## src/rtl/handler_event_scheduler.sv

```systemverilog
// Round-robin event scheduler that shares one in-order handler between
// PORT_COUNT requesters and routes each result back to its originating requester.
module handler_event_scheduler #(
  parameter int PORT_COUNT   = 4,
  parameter int IN_WIDTH     = 32,
  parameter int OUT_WIDTH    = 32,
  parameter int MAX_INFLIGHT = 8
) (
  input  logic                                  clk,
  input  logic                                  rst,
  input  logic [PORT_COUNT*IN_WIDTH-1:0]        s_event_in_tdata,
  input  logic [PORT_COUNT-1:0]                 s_event_in_tvalid,
  output logic [PORT_COUNT-1:0]                 s_event_in_tready,
  output logic [IN_WIDTH-1:0]                   m_handler_tdata,
  output logic                                  m_handler_tvalid,
  input  logic                                  m_handler_tready,
  input  logic [OUT_WIDTH-1:0]                  s_handler_result_tdata,
  input  logic                                  s_handler_result_tvalid,
  output logic                                  s_handler_result_tready,
  output logic [PORT_COUNT*OUT_WIDTH-1:0]       m_result_out_tdata,
  output logic [PORT_COUNT-1:0]                 m_result_out_tvalid,
  input  logic [PORT_COUNT-1:0]                 m_result_out_tready,
  output logic [$clog2(MAX_INFLIGHT+1)-1:0]     inflight_count,
  output logic                                  err_orphan
);

  localparam int PW = $clog2(PORT_COUNT);
  localparam int TW = $clog2(MAX_INFLIGHT);
  localparam int CW = $clog2(MAX_INFLIGHT+1);

  logic [PW-1:0]       ptr_q, ptr_d;
  logic                hvalid_q, hvalid_d;
  logic [IN_WIDTH-1:0] hdata_q, hdata_d;
  logic [PW-1:0]       tag_q [MAX_INFLIGHT];
  logic [PW-1:0]       tag_d [MAX_INFLIGHT];
  logic [TW-1:0]       wr_q, wr_d, rd_q, rd_d;
  logic [CW-1:0]       cnt_q, cnt_d;
  logic                err_q, err_d;

  // Requester-indexed views of the MSB-first port vectors
  logic [IN_WIDTH-1:0] req_data [PORT_COUNT];
  logic [PORT_COUNT-1:0] req_vld, req_rdy, out_rdy, out_vld;

  logic                grant_found;
  logic [PW-1:0]       grant_idx;
  logic [IN_WIDTH-1:0] grant_data;
  logic                can_issue, accept, pop, fifo_nonempty, sel_rdy;
  logic [PW-1:0]       head;

  assign head          = tag_q[rd_q];
  assign fifo_nonempty = (cnt_q != '0);

  for (genvar g = 0; g < PORT_COUNT; g++) begin : g_port
    assign req_data[g] = s_event_in_tdata[(PORT_COUNT-1-g)*IN_WIDTH +: IN_WIDTH];
    assign req_vld[g]  = s_event_in_tvalid[PORT_COUNT-1-g];
    assign out_rdy[g]  = m_result_out_tready[PORT_COUNT-1-g];
    assign s_event_in_tready[PORT_COUNT-1-g]   = req_rdy[g];
    assign m_result_out_tvalid[PORT_COUNT-1-g] = out_vld[g];
    assign m_result_out_tdata[(PORT_COUNT-1-g)*OUT_WIDTH +: OUT_WIDTH] =
      (fifo_nonempty && head == PW'(g)) ? s_handler_result_tdata : '0;
  end

  // Round-robin search: first pass from ptr upward, second pass wraps to 0
  always_comb begin
    grant_found = 1'b0;
    grant_idx   = '0;
    grant_data  = '0;
    for (int i = 0; i < PORT_COUNT; i++) begin
      if (!grant_found && req_vld[i] && i >= int'(ptr_q)) begin
        grant_found = 1'b1;
        grant_idx   = PW'(i);
        grant_data  = req_data[i];
      end
    end
    for (int i = 0; i < PORT_COUNT; i++) begin
      if (!grant_found && req_vld[i]) begin
        grant_found = 1'b1;
        grant_idx   = PW'(i);
        grant_data  = req_data[i];
      end
    end
  end

  assign can_issue = (!hvalid_q || m_handler_tready) && (cnt_q < CW'(MAX_INFLIGHT));
  // Reset is folded in so tready reads 0 while rst is held with valids high
  assign accept    = !rst && can_issue && grant_found;

  always_comb begin
    req_rdy = '0;
    out_vld = '0;
    sel_rdy = 1'b0;
    for (int i = 0; i < PORT_COUNT; i++) begin
      req_rdy[i] = accept && (grant_idx == PW'(i));
      out_vld[i] = s_handler_result_tvalid && fifo_nonempty && (head == PW'(i));
      if (head == PW'(i)) sel_rdy = out_rdy[i];
    end
  end

  assign s_handler_result_tready = fifo_nonempty && sel_rdy;
  assign pop = s_handler_result_tvalid && s_handler_result_tready;

  always_comb begin
    ptr_d    = ptr_q;
    hvalid_d = hvalid_q;
    hdata_d  = hdata_q;
    tag_d    = tag_q;
    wr_d     = wr_q;
    rd_d     = rd_q;
    cnt_d    = cnt_q;
    err_d    = err_q | (s_handler_result_tvalid & ~fifo_nonempty);
    if (accept) begin
      hvalid_d     = 1'b1;
      hdata_d      = grant_data;
      tag_d[wr_q]  = grant_idx;
      wr_d         = wr_q + TW'(1);
      ptr_d        = (grant_idx == PW'(PORT_COUNT-1)) ? '0 : grant_idx + PW'(1);
    end else if (hvalid_q && m_handler_tready) begin
      hvalid_d = 1'b0;
    end
    if (pop) rd_d = rd_q + TW'(1);
    case ({accept, pop})
      2'b10:   cnt_d = cnt_q + CW'(1);
      2'b01:   cnt_d = cnt_q - CW'(1);
      default: cnt_d = cnt_q;
    endcase
  end

  always_ff @(posedge clk or posedge rst) begin
    if (rst) begin
      ptr_q    <= '0;
      hvalid_q <= 1'b0;
      hdata_q  <= '0;
      tag_q    <= '{default: '0};
      wr_q     <= '0;
      rd_q     <= '0;
      cnt_q    <= '0;
      err_q    <= 1'b0;
    end else begin
      ptr_q    <= ptr_d;
      hvalid_q <= hvalid_d;
      hdata_q  <= hdata_d;
      tag_q    <= tag_d;
      wr_q     <= wr_d;
      rd_q     <= rd_d;
      cnt_q    <= cnt_d;
      err_q    <= err_d;
    end
  end

  assign m_handler_tdata  = hdata_q;
  assign m_handler_tvalid = hvalid_q;
  assign inflight_count   = cnt_q;
  assign err_orphan       = err_q;

endmodule
```

## config.mk

```make
export PLATFORM = sky130hd
export DESIGN_NAME = handler_event_scheduler
export DESIGN_NICKNAME = d
export VERILOG_FILES = /design/src/rtl/handler_event_scheduler.sv
export SDC_FILE = /design/constraint.sdc
export NUM_CORES = 1
export LEC_CHECK = 0
export CAP_MARGIN = 20
export CORE_AREA = 2 2 134 136
export CTS_CLUSTER_SIZE = 20
export DETAILED_ROUTE_END_ITERATION = 7
export DIE_AREA = 0 0 136 138
export PLACE_DENSITY = 0.78
export SLEW_MARGIN = 30
export SYNTH_ARGS = -nofsm -noshare
export SYNTH_HDL_FRONTEND = slang
export SYNTH_SLANG_ARGS = --single-unit
```

## constraint.sdc

```tcl
create_clock -name clk -period 4.5 [get_ports clk]
set_input_delay 1.125 -clock clk [delete_from_list [all_inputs] [get_ports clk]]
set_output_delay 1.125 -clock clk [all_outputs]
set_load 0.01 [all_outputs]
```

==> metrics.txt <==
Final Worst Setup Slack 142.1 ps; Tcrit/Tclk final 96.84%; Crit path required time 3380 ps; Synth Area in Adders 2.515%; CTS H-tree depth 3; Seq cells post-synth 62; final setup vio count 0; pre-CTS setup slack 27.76 ps; top fanout value on the critical path 4; slew margin rel. 35.82%; TritonCTS clock tree done; # hold bufs at CTS 0; R2R Setup Slk 1200 ps; R2R depth 12; Seq/Total Area, Yosys 29.42%; initial antenna violation count 1; post-synthesis mux area share 6.477%; Yosys cell types 45; hold crit path type reg -> reg; r2r startpoint rd_q[0]; Tmin final 4358 ps; Fmax achieved 229.5 MHz; Worst Hold Path EP m_handler_tdata[2]; ANT nets after route 0; total track usage 22.64%; Reg area 1553 um^2; Mapped Avg Cell Area 7.895 um^2; Die Ht 138 um; RSZ-0062 raised after global routing false; compound-gate portion of the synthesized area 24.01%; outcome finished clean; final setup TNS 0 ps; die area 18770 um^2; vias in the first global route 6179; RR Endpoint inflight_count[3]; Simple-Gate Fraction of Synth Area 31.03%; clk buf depth 2; syn_nets 850; IO Pins 347; DRC viols 0; Hold Crit Start m_handler_tdata[2]; number of fill cells 1661; worst skew pair latency 330 ps; core area 17530 um^2; Worst-path clk slew 50 ps; kind of critical path in -> out; Non-Filler Instances 1229; critical path startpoint category primary input; Max VDD drop 0.0003859 V; grt ovf 0; Placed Instances 1212; CTS Root Cell clkbuf_16; Async S/R FF share, synth 100.0%; via count 6368; Final Slew Violations 0; drt first-iter violations 290; largest net degree at the start of global routing 49; Fin Hold WS 474.3 ps; crit end category primary output; Area Growth Syn to Fin 76.80%; nets 1176; share of layout cells above drive strength 1 6.807%; arrival time at the worst endpoint 3230 ps; row count 49; EDFF count, synth 0; Multi-input gate area 3466 um^2; drt wl/cell 17.76 um; Final Util 53.18%; endpoints failing hold 0; DP HPWL 17120 um; skew final 8.235 ps; mean number of vias per cell 5.181; gpl congestion 0.8687; first-pass GRT wire length 33460 um; total CTS buffers 9; synthesized area 5274 um^2; Synth Warn # 0; largest family of logic cells by synthesized area simple AND/OR/NAND/NOR gates; Slew @ Worst Pin 960.7 ps; hold depth 2; PD cells 682.7 nW/um^2; DIE WIDTH 136 um; Initial Utilization 30.08%; Clock Sinks 62; Leak Pwr 3.771 nW; Port-buffer cells 346; Max Cap Viol 0; post-synthesis cell count 668; final wirelength 21820 um; area share of xor/xnor cells in the synthesized design 1.329%; iteration count of the initial detailed-routing pass 5; Top FF cell, synth dfrtp_1
## how the worst max path moves through the flow
stage                          from                   end  slack, ps  depth (start not counted)
2_1_floorplan  s_event_in_tvalid[2]  s_event_in_tready[1]        730                          7
3_3_place_gp   s_event_in_tvalid[3]  s_event_in_tready[1]         90                         10
3_5_place_dp   s_event_in_tvalid[3]  s_event_in_tready[1]         30                         10
4_1_cts        s_event_in_tvalid[3]  s_event_in_tready[1]         10                         10
5_1_grt        s_event_in_tvalid[2]  s_event_in_tready[1]         30                         10
6_report       s_event_in_tvalid[2]  s_event_in_tready[1]        140                         10
## stage by stage
stage / power [mW] / cell area, um^2
after floorplan: 3.304 / 5274
final: 6.366 / 9324
after detailed placement: 5.691 / 9011
after CTS: 6.420 / 9318
after global routing: 6.827 / 9324
after global placement: 5.636 / 9006
## cells in the final DEF (no fill, tap or decap), types with 3 or more instances in the layout
| cell | netlist | routed |
|---|---|---|
| xnor2_1 | 5 | 5 |
| ha_1 | 9 | 9 |
| xor2_1 | 3 | 3 |
| o22a_1 | 11 | 11 |
| a31oi_1 | 8 | 8 |
| clkdlybuf4s50_1 | 0 | 345 |
| nand2b_1 | 5 | 5 |
| o221ai_1 | 13 | 13 |
| dfrtp_1 | 62 | 61 |
| nand2_1 | 88 | 88 |
| clkbuf_16 | 0 | 9 |
| mux2i_1 | 6 | 6 |
| nor3_1 | 7 | 7 |
| and3b_1 | 8 | 8 |
| buf_4 | 0 | 27 |
| o21a_1 | 13 | 13 |
| o21ai_0 | 51 | 51 |
| a2bb2oi_1 | 21 | 21 |
| and2_1 | 133 | 133 |
| clkinv_4 | 0 | 3 |
| mux2_2 | 15 | 15 |
| a21oi_1 | 30 | 30 |
| nor2_1 | 13 | 11 |
| nand3_1 | 37 | 37 |
| nor2b_1 | 3 | 3 |
| a211oi_1 | 13 | 13 |
| inv_1 | 11 | 10 |
| a221oi_1 | 19 | 19 |
## worst max-delay path, stage by stage
cell and delay [ps]:
clkdlybuf4s50_1 510, inv_1 100, a21oi_1 150, o22ai_1 100, a21oi_1 200, buf_4 180, inv_1 70, ha_1 180
and2_1 140, clkdlybuf4s50_1 470
## synth_stat cells, drive strengths merged, types with 4 or more instances
cell type	number	share of area, %
a211oi	13	1.9
a21oi	30	2.8
a221oi	19	3.2
a2bb2oi	21	3.5
a31oi	8	0.95
and2	133	16
and3b	8	1.3
buf	6	0.74
clkbuf	52	3.7
dfrtp	62	29
ha	9	2.1
inv	11	0.78
mux2	16	3.5
mux2i	6	1.1
mux4	4	1.9
nand2	88	6.3
nand2b	5	0.59
nand3	37	3.5
nor2	13	0.93
nor3	7	0.66
o21a	13	1.9
o21ai	52	4.9
o221ai	13	2.2
o22a	11	1.8
xnor2	5	0.83
## layout make-up
| type | count | area share (%) |
|---|---|---|
| antenna | 1 | 0.02684 |
| clock buffer | 9 | 2.415 |
| clock inverter | 7 | 0.8722 |
| inverter | 11 | 0.4428 |
| multi-input combinational | 537 | 37.17 |
| sequential | 62 | 16.65 |
| tap | 229 | 3.073 |
| timing repair buffer | 373 | 39.35 |
## routing by layer
layer  up-vias  wire, um  track usage [%]
li1       3039         -                -
met2       358     11330            41.87
met1      2924      7847            24.59
met5         -         0                0
met3        47      1953            5.134
met4         0       691            8.991
## registers in the layout (all words and copies together) (netlist names)
signal and flops:
m_handler_tdata 32, m_handler_tvalid 1, wr_q 3, tag_q 16, err_orphan 1, inflight_count 4, ptr_q 2, rd_q 3
## where the power goes
group	leakage, nW	total (mW)	switching (mW)	internal, mW
registers	0.756	1.06	0.234	0.829
clock network	0.147	0.707	0.272	0.435
logic	2.87	4.60	2.04	2.55
total	3.77	6.37	2.55	3.82
## cells by family (layout without fill, tap and decap cells)
group           Yosys count  after routing
compound gates          187            187
xor+xnor                  8              8
fa+ha+maj                10             10
buf+inv                  69            400
flops                    62             62
mux                      26             26
other cells               0              1
simple gates            306            306
## what timing repair did
item | in CTS | in global routing
setup buffers | 0 | 0
gates resized for setup | 0 | 2
endpoints found under the setup margin | 0 | 6
(Power assumes the default switching activity.)
